--- src/rtl/mem_arb_pkg.sv ---
// Shared types for the SRAM arbiter: FSM states, requester ids and the registered SRAM pin bundle.
package mem_arb_pkg;

    localparam int SRAM_AW = 18;
    localparam int SRAM_DW = 16;

    typedef enum logic [1:0] {IDLE, LO, HI, DONE} arb_state_t;
    typedef enum logic {PORT_LSU, PORT_IFU} port_id_t;

    typedef struct packed {
        logic [SRAM_AW-1:0] addr;
        logic [SRAM_DW-1:0] dq;
        logic               dq_oe;
        logic               ce_n;
        logic               oe_n;
        logic               we_n;
        logic               lb_n;
        logic               ub_n;
    } sram_pins_t;

    function automatic sram_pins_t idle_pins();
        sram_pins_t p;
        p.addr  = '0;
        p.dq    = '0;
        p.dq_oe = 1'b0;
        p.ce_n  = 1'b1;
        p.oe_n  = 1'b1;
        p.we_n  = 1'b1;
        p.lb_n  = 1'b1;
        p.ub_n  = 1'b1;
        return p;
    endfunction

    // Pin values for one 16-bit half of a 32-bit access (half=0 is the low halfword).
    function automatic sram_pins_t phase_pins(
        input logic [SRAM_AW-2:0] word_addr,
        input logic               half,
        input logic               we,
        input logic [31:0]        wdata,
        input logic [3:0]         be
    );
        sram_pins_t p;
        p.addr  = {word_addr, half};
        p.ce_n  = 1'b0;
        p.oe_n  = we;
        p.we_n  = ~we;
        p.dq_oe = we;
        p.dq    = we ? (half ? wdata[31:16] : wdata[15:0]) : '0;
        p.lb_n  = we ? ~(half ? be[2] : be[0]) : 1'b0;
        p.ub_n  = we ? ~(half ? be[3] : be[1]) : 1'b0;
        return p;
    endfunction

endpackage

--- src/rtl/sram_mem_arbiter.sv ---
// Shares one 256K x 16 SRAM between instruction fetch and load/store; each 32-bit
// access runs as a low then a high 16-bit phase, followed by a one-cycle ack.
module sram_mem_arbiter
    import mem_arb_pkg::*;
#(
    parameter int WAIT_CYCLES = 1,
    parameter int MAX_STARVE  = 3
) (
    input  logic                i_clk,
    input  logic                i_rst,
    input  logic                i_lsu_req,
    input  logic                i_lsu_we,
    input  logic [31:0]         i_lsu_addr,
    input  logic [31:0]         i_lsu_wdata,
    input  logic [3:0]          i_lsu_be,
    output logic                o_lsu_ack,
    output logic [31:0]         o_lsu_rdata,
    input  logic                i_ifu_req,
    input  logic [31:0]         i_ifu_addr,
    output logic                o_ifu_ack,
    output logic [31:0]         o_ifu_rdata,
    output logic [SRAM_AW-1:0]  o_sram_addr,
    input  logic [SRAM_DW-1:0]  i_sram_dq,
    output logic [SRAM_DW-1:0]  o_sram_dq,
    output logic                o_sram_dq_oe,
    output logic                o_sram_ce_n,
    output logic                o_sram_oe_n,
    output logic                o_sram_we_n,
    output logic                o_sram_lb_n,
    output logic                o_sram_ub_n,
    output logic                o_busy
);

    localparam int PW = (WAIT_CYCLES > 0) ? $clog2(WAIT_CYCLES + 1) : 1;
    localparam int SW = (MAX_STARVE > 0) ? $clog2(MAX_STARVE + 1) : 1;
    localparam logic [PW-1:0] PHASE_LAST = PW'(WAIT_CYCLES);
    localparam logic [SW-1:0] STARVE_MAX = SW'(MAX_STARVE);

    arb_state_t          state_reg;
    logic [PW-1:0]       phase_reg;
    logic [SW-1:0]       starve_reg;
    port_id_t            port_reg;
    logic [SRAM_AW-2:0]  addr_reg;
    logic                we_reg;
    logic [31:0]         wdata_reg;
    logic [3:0]          be_reg;
    logic [SRAM_DW-1:0]  rdata_lo_reg;
    sram_pins_t          pins_reg;
    logic                lsu_ack_reg;
    logic                ifu_ack_reg;
    logic [31:0]         lsu_rdata_reg;
    logic [31:0]         ifu_rdata_reg;

    logic                grant_ifu;
    logic                grant_we;
    logic [SRAM_AW-2:0]  grant_addr;
    logic [SW-1:0]       starve_next;

    // Only the word address inside the 512 KB window matters.
    logic unused_addr_bits;
    assign unused_addr_bits = ^{i_lsu_addr[31:19], i_lsu_addr[1:0],
                                i_ifu_addr[31:19], i_ifu_addr[1:0]};

    // LSU normally wins; once it has won MAX_STARVE times in a row over a waiting IFU, IFU goes.
    always_comb begin
        grant_ifu   = i_ifu_req && (!i_lsu_req || starve_reg == STARVE_MAX);
        grant_addr  = grant_ifu ? i_ifu_addr[18:2] : i_lsu_addr[18:2];
        grant_we    = !grant_ifu && i_lsu_we;
        starve_next = starve_reg;
        if (grant_ifu || !i_ifu_req) begin
            starve_next = '0;
        end else if (starve_reg != STARVE_MAX) begin
            starve_next = starve_reg + 1'b1;
        end
    end

    always_ff @(posedge i_clk or posedge i_rst) begin
        if (i_rst) begin
            state_reg     <= IDLE;
            phase_reg     <= '0;
            starve_reg    <= '0;
            port_reg      <= PORT_LSU;
            addr_reg      <= '0;
            we_reg        <= 1'b0;
            wdata_reg     <= '0;
            be_reg        <= '0;
            rdata_lo_reg  <= '0;
            pins_reg      <= idle_pins();
            lsu_ack_reg   <= 1'b0;
            ifu_ack_reg   <= 1'b0;
            lsu_rdata_reg <= '0;
            ifu_rdata_reg <= '0;
        end else begin
            lsu_ack_reg <= 1'b0;
            ifu_ack_reg <= 1'b0;
            case (state_reg)
                IDLE: begin
                    if (i_lsu_req || i_ifu_req) begin
                        port_reg   <= grant_ifu ? PORT_IFU : PORT_LSU;
                        addr_reg   <= grant_addr;
                        we_reg     <= grant_we;
                        wdata_reg  <= i_lsu_wdata;
                        be_reg     <= i_lsu_be;
                        starve_reg <= starve_next;
                        phase_reg  <= '0;
                        state_reg  <= LO;
                        pins_reg   <= phase_pins(grant_addr, 1'b0, grant_we, i_lsu_wdata, i_lsu_be);
                    end
                end
                LO: begin
                    if (phase_reg == PHASE_LAST) begin
                        rdata_lo_reg <= i_sram_dq;
                        phase_reg    <= '0;
                        state_reg    <= HI;
                        pins_reg     <= phase_pins(addr_reg, 1'b1, we_reg, wdata_reg, be_reg);
                    end else begin
                        phase_reg <= phase_reg + 1'b1;
                    end
                end
                HI: begin
                    if (phase_reg == PHASE_LAST) begin
                        phase_reg <= '0;
                        state_reg <= DONE;
                        pins_reg  <= idle_pins();
                        if (port_reg == PORT_IFU) begin
                            ifu_ack_reg   <= 1'b1;
                            ifu_rdata_reg <= {i_sram_dq, rdata_lo_reg};
                        end else begin
                            lsu_ack_reg <= 1'b1;
                            if (!we_reg) begin
                                lsu_rdata_reg <= {i_sram_dq, rdata_lo_reg};
                            end
                        end
                    end else begin
                        phase_reg <= phase_reg + 1'b1;
                    end
                end
                DONE: begin
                    state_reg <= IDLE;
                end
                default: begin
                    state_reg <= IDLE;
                end
            endcase
        end
    end

    assign o_sram_addr  = pins_reg.addr;
    assign o_sram_dq    = pins_reg.dq;
    assign o_sram_dq_oe = pins_reg.dq_oe;
    assign o_sram_ce_n  = pins_reg.ce_n;
    assign o_sram_oe_n  = pins_reg.oe_n;
    assign o_sram_we_n  = pins_reg.we_n;
    assign o_sram_lb_n  = pins_reg.lb_n;
    assign o_sram_ub_n  = pins_reg.ub_n;
    assign o_lsu_ack    = lsu_ack_reg;
    assign o_lsu_rdata  = lsu_rdata_reg;
    assign o_ifu_ack    = ifu_ack_reg;
    assign o_ifu_rdata  = ifu_rdata_reg;
    assign o_busy       = (state_reg != IDLE);

endmodule

--- config.mk ---
export PLATFORM = sky130hd
export DESIGN_NAME = sram_mem_arbiter
export DESIGN_NICKNAME = d
export VERILOG_FILES = /design/src/rtl/mem_arb_pkg.sv /design/src/rtl/sram_mem_arbiter.sv
export SDC_FILE = /design/constraint.sdc
export NUM_CORES = 1
export LEC_CHECK = 0
export BUFFER_PORTS_ARGS = -buffer_cell sky130_fd_sc_hd__buf_2
export CORE_ASPECT_RATIO = 1.1
export CORE_UTILIZATION = 45
export DETAILED_ROUTE_END_ITERATION = 6
export PLACE_DENSITY = 0.69
export SYNTH_ARGS = -nofsm -noshare
export SYNTH_HDL_FRONTEND = slang
export SYNTH_SLANG_ARGS = --single-unit
export TNS_END_PERCENT = 100
--- constraint.sdc ---
create_clock -name i_clk -period 11.3 [get_ports i_clk]
set_clock_uncertainty 0.05 [all_clocks]
set_input_delay 2.26 -clock i_clk [delete_from_list [all_inputs] [get_ports i_clk]]
set_output_delay 2.26 -clock i_clk [all_outputs]
set_load 0.02 [all_outputs]
==> insert_results.sql, run 1 <==
INSERT INTO impl_metrics (metric_group, metric, value, unit) VALUES
('grt', 'residual_overflow_from_global_routing', '0', ''),
('logic_synthesis', 'synthAdderAreaFrac', '1.090', '%'),
('logic_synthesis', 'yosys_warnings', '0', ''),
('detailed_routing', 'totalWireLength', '15610', 'um'),
('detailed_routing', 'avgRoutedWirePerCell', '16.22', 'um'),
('cells_and_area', 'diodes', '0', ''),
('sta', 'maxSlewViolCount', '0', ''),
('floorplanning', 'die_h', '131.8', 'um'),
('place', 'placedCellCount', '930', ''),
('cts', 'clock_sink_count', '164', ''),
('min_path', 'min_delay_worst_endpoint', 'addr_reg[13]', ''),
('cells_and_area', 'layout.cells.most_common', 'buf_2', ''),
('cts', 'worstSkewPairLatency', '0.42', 'ns'),
('power', 'max_vdd_drop', '152.2', 'uV'),
('logic_synthesis', 'yosysUniqueCellTypes', '29', ''),
('cells_and_area', 'area_occupied_by_multi_input_gates', '2574', 'sq um'),
('logic_synthesis', 'yosys.area_share.simple', '7.884', '%'),
('cts', 'cts_hold_buffers', '0', ''),
('critical_path', 'crit_required', '11.58', 'ns'),
('logic_synthesis', 'synth_area_in_compound_gates', '11.03', '%'),
('logic_synthesis', 'synth.area.mux_share', '16.98', '%'),
('floorplanning', 'floorplan_core_area', '15000', 'sq um'),
('sta', 'finalHoldViolCount', '0', ''),
('cts', 'cts.path.max_buffers', '2', ''),
('critical_path', 'end_of_the_worst_register_to_register_path', 'o_sram_dq[6]', ''),
('logic_synthesis', 'netlist.area_leader.share', '57.77', '%'),
('cts', 'clk_pin_slew', '0.06', 'ns'),
('floorplanning', 'floorplan.die_area', '15810', 'sq um'),
('min_path', 'hold_path_startpoint', 'addr_reg[13]', ''),
('cts', 'cts_tree', 'yes', ''),
('cells_and_area', 'fraction_of_final_layout_cells_with_drive_strength_greater_than_1', '44.91', '%'),
('cts', 'cts_htree_levels', '4', ''),
('floorplanning', 'floorplan.io_pins', '228', ''),
('critical_path', 'path_class', 'in2reg', ''),
('floorplanning', 'die_span_in_x', '120.0', 'um'),
('cts', 'cts_root_buffer', 'clkbuf_16', ''),
('grt', 'grt_first_pass_wirelength', '25670', 'um'),
('critical_path', 'crit-reg2reg-launch', 'state_reg[0]', ''),
('cts', 'cts_buffers', '17', ''),
('logic_synthesis', 'main_combinational_cell_family_by_area_after_synthesis', 'multiplexers', ''),
('logic_synthesis', 'synth_nets', '697', ''),
('cells_and_area', 'final.fill_count', '1269', ''),
('grt', 'first_global_vias', '5215', ''),
('critical_path', 'worstRegToRegCells', '6', ''),
('min_path', 'holdPathStages', '2', ''),
('grt', 'grtUsageTotal', '20.54', '%'),
('critical_path', 'crit_fanout', '52', ''),
('sta', 'setup_viol', '0', ''),
('sta', 'fin_crit', '4.039', 'ns'),
('detailed_routing', 'routed-via-count', '5018', ''),
('sta', 'final_min_period_over_clock_period', '35.74', '%'),
('logic_synthesis', 'post_synth_instance_area', '6888', 'sq um'),
('detailed_routing', 'first_pass_iters', '7', ''),
('sta', 'slew_headroom', '30.22', '%'),
('cells_and_area', 'layout.cell_area.non_filler', '8554', 'sq um'),
('power', 'power.density', '331.1', 'nW/um^2'),
('min_path', 'hold_class', 'reg2reg', ''),
('outcome', 'run_status', 'complete, no violations', ''),
('sta', 'worst_slack', '7.261', 'ns'),
('floorplanning', 'floorplan.initialDensity', '45.93', '%'),
('floorplanning', 'rows', '47', ''),
('critical_path', 'start_kind', 'input pin', ''),
('cts', 'post_cts.resized_instances', '0', ''),
('grt', 'antenna_violations_before_repair', '0', ''),
('cells_and_area', 'layout.cells.most_common_list', '197 x buf_2, 159 x dfrtp_1, 97 x mux2_2', ''),
('logic_synthesis', 'syn_inst', '570', ''),
('place', 'placed_area', '7988', 'sq um'),
('sta', 'max_clock_freq', '247.6', 'MHz'),
('logic_synthesis', 'ranking_of_synthesized_cells_by_area', 'dfrtp_1 58%, mux2_2 16%, a21o_1 3.7%', ''),
('cts', 'setup_fix_bufs_post_cts', '0', ''),
('detailed_routing', 'antenna_violating_nets_post_route', '0', '');
==> worst max-delay path by stage <==
| stage | start | to | slack, ns | depth (start not counted) |
|---|---|---|---|---|
| final | i_ifu_req | o_sram_addr[13] | 7.26 | 6 |
| after global routing | i_lsu_req | o_sram_dq[3] | 7.08 | 5 |
| after CTS | i_lsu_req | o_sram_dq[6] | 7.29 | 5 |
| after detailed placement | i_lsu_req | o_sram_dq[3] | 6.83 | 5 |
| after global placement | i_ifu_req | o_sram_addr[13] | 6.91 | 6 |
| after floorplan | i_rst | addr_reg[0] | 4.56 | 1 |
==> kinds of logic (layout without fill, tap and decap cells) <==
logic type	count (synthesis)	after routing
flip-flops	164	164
buffers and inverters	47	243
adder cells (fa/ha/maj)	6	6
multiplexers	103	103
AND/OR/NAND/NOR	130	130
AO/OA/AOI/OAI	120	120
==> worst max-delay path, cell delays in order <==
cell	delay [ns]
buf_2	0.41
or3b_1	0.25
o211a_2	0.56
buf_4	0.55
nor2_1	0.10
a31oi_1	0.17
==> through the flow <==
| stage | total power, mW | hold WS, ns |
|---|---|---|
| finish | 2.832 | 0.4274 |
| floorplan | 1.946 | 0.3956 |
| global placement | 2.248 | 0.4072 |
| detailed placement | 2.309 | 0.4123 |
| global route | 3.022 | 0.4477 |
| CTS | 2.863 | 0.4284 |
==> cell usage after synthesis <==
library cell	n
dfrtp_1	159
mux2_2	97
nand2_1	60
nor2_1	41
a21o_1	34
o21ai_0	25
a21oi_1	23
a31oi_1	19
buf_2	19
nand3_1	19
a22oi_1	17
clkbuf_1	13
inv_1	10
ha_1	6
dfstp_2	5
buf_6	4
nand2b_1	4
mux2_4	3
mux2_1	2
and2_1	1
and2b_1	1
and3_1	1
buf_1	1
mux2i_1	1
nor3_1	1
nor3_2	1
o211a_2	1
o21a_1	1
or3b_1	1
==> layout make-up <==
class                           instances  area share [%]
Inverter                               10          0.4973
Clock buffer                           18           5.134
Sequential cell                       164           48.05
Tap cell                              196           2.867
Timing Repair Buffer                  201           11.88
Multi-Input combinational cell        359           30.09
Clock inverter                         14           1.492
==> where the power goes <==
part	switching (mW)	internal [mW]
clock	0.235	0.311
sequential	0.157	0.897
combinational	0.730	0.501
total	1.12	1.71
==> layer usage <==
layer / part of all wire, % / routed length, um / up-vias / GRT usage, %
li1: - / - / 2354 / -
met1: 42 / 6593 / 2475 / 25.43
met2: 49 / 7717 / 180 / 33.84
met3: 7.5 / 1167 / 9 / 6.877
met4: 0.83 / 129 / 0 / 6.389
met5: 0 / 0 / - / 0
Power figures use the tool's default switching activity.
==> run 2, diff against run 1 <==
Clock period 11.3 ns to 3.9 ns, I/O delays scaled along.
==> run 2 against run 1 <==
Die area did not move. Setup slack got worse by 5.7 ns. Utilization rose by 0.92 points. Non-clock buffer count rose by 4. Largest power group unchanged. Power rose to 3.0 times the previous value. Highest routed layer unchanged. Critical path depth fell by 2. Cell area rose by 1.6%. Largest cell class unchanged. Count of clock-buffer cells in the layout rose by 6.
==> insert_results.sql, run 2 (synthesized netlist as in run 1, its figures left out) <==
INSERT INTO impl_metrics (metric_group, metric, value, unit) VALUES
('outcome', 'run_status', 'complete, no violations', ''),
('cells_and_area', 'diodes', '0', ''),
('critical_path', 'worst_setup_path_endpoint', 'o_ifu_rdata[14]', ''),
('grt', 'met2_usage', '34.93', '%'),
('critical_path', 'worstSetupStartpoint', 'state_reg[0]', ''),
('cts', 'clk_pin_slew', '0.06', 'ns'),
('sta', 'setup_viol', '0', ''),
('sta', 'final_min_period_over_clock_period', '60.45', '%'),
('cts', 'clock_sink_count', '164', ''),
('sta', 'max_clock_freq', '424.2', 'MHz'),
('cts', 'cts_hold_buffers', '0', ''),
('cts', 'cts_htree_levels', '4', ''),
('detailed_routing', 'remaining_drc_errors', '0', ''),
('grt', 'grt_max_degree', '77', ''),
('cts', 'cts.path.max_buffers', '2', ''),
('cells_and_area', 'fraction_of_final_layout_cells_with_drive_strength_greater_than_1', '44.81', '%'),
('power', 'power_switching_share', '38.24', '%'),
('detailed_routing', 'totalWireLength', '15820', 'um'),
('grt', 'grtUsageTotal', '21.11', '%'),
('cts', 'cts_buffers', '17', ''),
('cells_and_area', 'final_util', '57.96', '%'),
('power', 'power.switching', '3.243', 'mW'),
('place', 'gp_routability_congestion', '0.7664', ''),
('detailed_routing', 'drt_iter0_drc', '266', ''),
('min_path', 'hold_class', 'reg2reg', ''),
('cells_and_area', 'area_occupied_by_multi_input_gates', '2574', 'sq um'),
('grt', 'antenna_violations_before_repair', '1', ''),
('cells_and_area', 'area.sequential', '4110', 'sq um'),
('detailed_routing', 'avgRoutedWirePerCell', '16.38', 'um'),
('critical_path', 'end_of_the_worst_register_to_register_path', 'o_ifu_rdata[14]', ''),
('sta', 'rsz0062_at_grt', 'no', ''),
('sta', 'tns', '0', 'ns'),
('critical_path', 'start_kind', 'flip-flop', ''),
('cells_and_area', 'layout.cells.most_common_list', '197 x buf_2, 159 x dfrtp_1, 97 x mux2_2', ''),
('place', 'dp.final_hpwl', '10710', 'um'),
('cells_and_area', 'area_delta_synth_final', '26.19', '%'),
('sta', 'tightestPinTransition', '1.018', 'ns'),
('detailed_routing', 'antenna_violating_nets_post_route', '0', ''),
('critical_path', 'crit-reg2reg-launch', 'state_reg[0]', ''),
('floorplanning', 'floorplan_core_area', '15000', 'sq um'),
('min_path', 'hold_path_startpoint', 'addr_reg[0]', ''),
('grt', 'busiest_grt_layer', 'met2', ''),
('detailed_routing', 'routed-via-count', '5075', ''),
('floorplanning', 'die_span_in_x', '120.0', 'um'),
('sta', 'maxSlewViolCount', '0', ''),
('place', 'placed_area', '8054', 'sq um'),
('cts', 'cts_root_buffer', 'clkbuf_16', ''),
('sta', 'finalHoldViolCount', '0', ''),
('critical_path', 'crit_required', '4.14', 'ns'),
('critical_path', 'crit_fanout', '33', ''),
('power', 'power.density', '975.7', 'nW/um^2'),
('power', 'pwr-share-seq', '36.1', '%'),
('cells_and_area', 'final.fill_count', '1288', ''),
('power', 'power.total', '8.481', 'mW'),
('floorplanning', 'floorplan.die_area', '15810', 'sq um'),
('sta', 'fin_crit', '2.357', 'ns'),
('min_path', 'holdPathStages', '2', ''),
('floorplanning', 'floorplan.initialDensity', '45.93', '%'),
('cts', 'worstSkewPairLatency', '0.41', 'ns'),
('power', 'total_leakage_power', '4.203', 'nW'),
('grt', 'grt_util_met1', '26.12', '%'),
('place', 'buffer_ports.inserted', '197', ''),
('flow_run', 'max-cap-violations', '0', ''),
('grt', 'first_global_vias', '5281', ''),
('floorplanning', 'floorplan.io_pins', '228', ''),
('critical_path', 'cp-end-kind', 'flip-flop', ''),
('critical_path', 'worstPathArrival', '2.60', 'ns'),
('power', 'max_vdd_drop', '455.8', 'uV'),
('cts', 'cts_tree', 'yes', ''),
('critical_path', 'reg2reg_setup_slack', '1.54', 'ns'),
('detailed_routing', 'first_pass_iters', '6', ''),
('floorplanning', 'rows', '47', ''),
('grt', 'global_routing_usage_on_met3', '6.574', '%'),
('power', 'comb_power_share', '42.9', '%'),
('sta', 'slew_headroom', '31.99', '%'),
('detailed_routing', 'detail_route.vias_per_cell', '5.254', ''),
('grt', 'residual_overflow_from_global_routing', '0', ''),
('cells_and_area', 'nets', '884', ''),
('power', 'power_internal', '5.238', 'mW'),
('cts', 'post_cts.resized_instances', '0', ''),
('power', 'clock_power_share', '21.0', '%'),
('floorplanning', 'die_h', '131.8', 'um'),
('cts', 'setup_fix_bufs_post_cts', '0', ''),
('cells_and_area', 'layout.cell_area.non_filler', '8692', 'sq um'),
('critical_path', 'worstRegToRegCells', '4', ''),
('critical_path', 'path_class', 'reg2reg', ''),
('grt', 'grt_first_pass_wirelength', '26320', 'um'),
('cells_and_area', 'layout.cells.most_common', 'buf_2', '');
[run 2: final cells by class]
class / count / share of cell area [%]
tap: 196 / 2.821
inverter: 10 / 0.4750
clock inverter: 8 / 1.684
multi-input combinational: 359 / 29.61
clock buffer: 24 / 5.657
sequential: 164 / 47.29
timing repair buffer: 205 / 12.47
[run 2: worst max-delay path, cell delays in order (launching register included)]
cell and delay [ns]:
dfrtp_1 0.40, inv_1 0.13, ha_1 0.33, nand3_2 0.74, mux2_2 0.56
[run 2: power by group through the flow]
stage / combinational [mW] / sequential, mW / clock (mW)
floorplan: 1.95 / 3.68 / 0
global placement: 3.54 / 3.02 / 0
detailed placement: 3.66 / 3.09 / 0
CTS: 3.67 / 3.07 / 1.82
global route: 3.97 / 3.18 / 1.89
finish: 3.64 / 3.06 / 1.78
[run 2: worst min path at each step]
stage                        to  slack, ns
global placement    addr_reg[6]       0.41
finish              addr_reg[0]       0.43
detailed placement  addr_reg[3]       0.41
floorplan           addr_reg[0]       0.40
CTS                 addr_reg[3]       0.43
global route        addr_reg[7]       0.45
[run 2: per-layer routing]
metal | share of wire (%) | vias up
met4 | 1.3 | 0
met1 | 42 | 2495
met5 | 0 | -
li1 | - | 2357
met3 | 7.7 | 22
met2 | 49 | 201
[run 2: through the flow]
stage / setup slack, ns / hold WS, ns / std cells
floorplan: 0.9893 / 0.3956 / 570
global placement: 1.212 / 0.4071 / 934
detailed placement: 1.143 / 0.4123 / 934
CTS: 1.496 / 0.4272 / 966
global route: 1.336 / 0.4497 / 966
finish: 1.543 / 0.4261 / 966
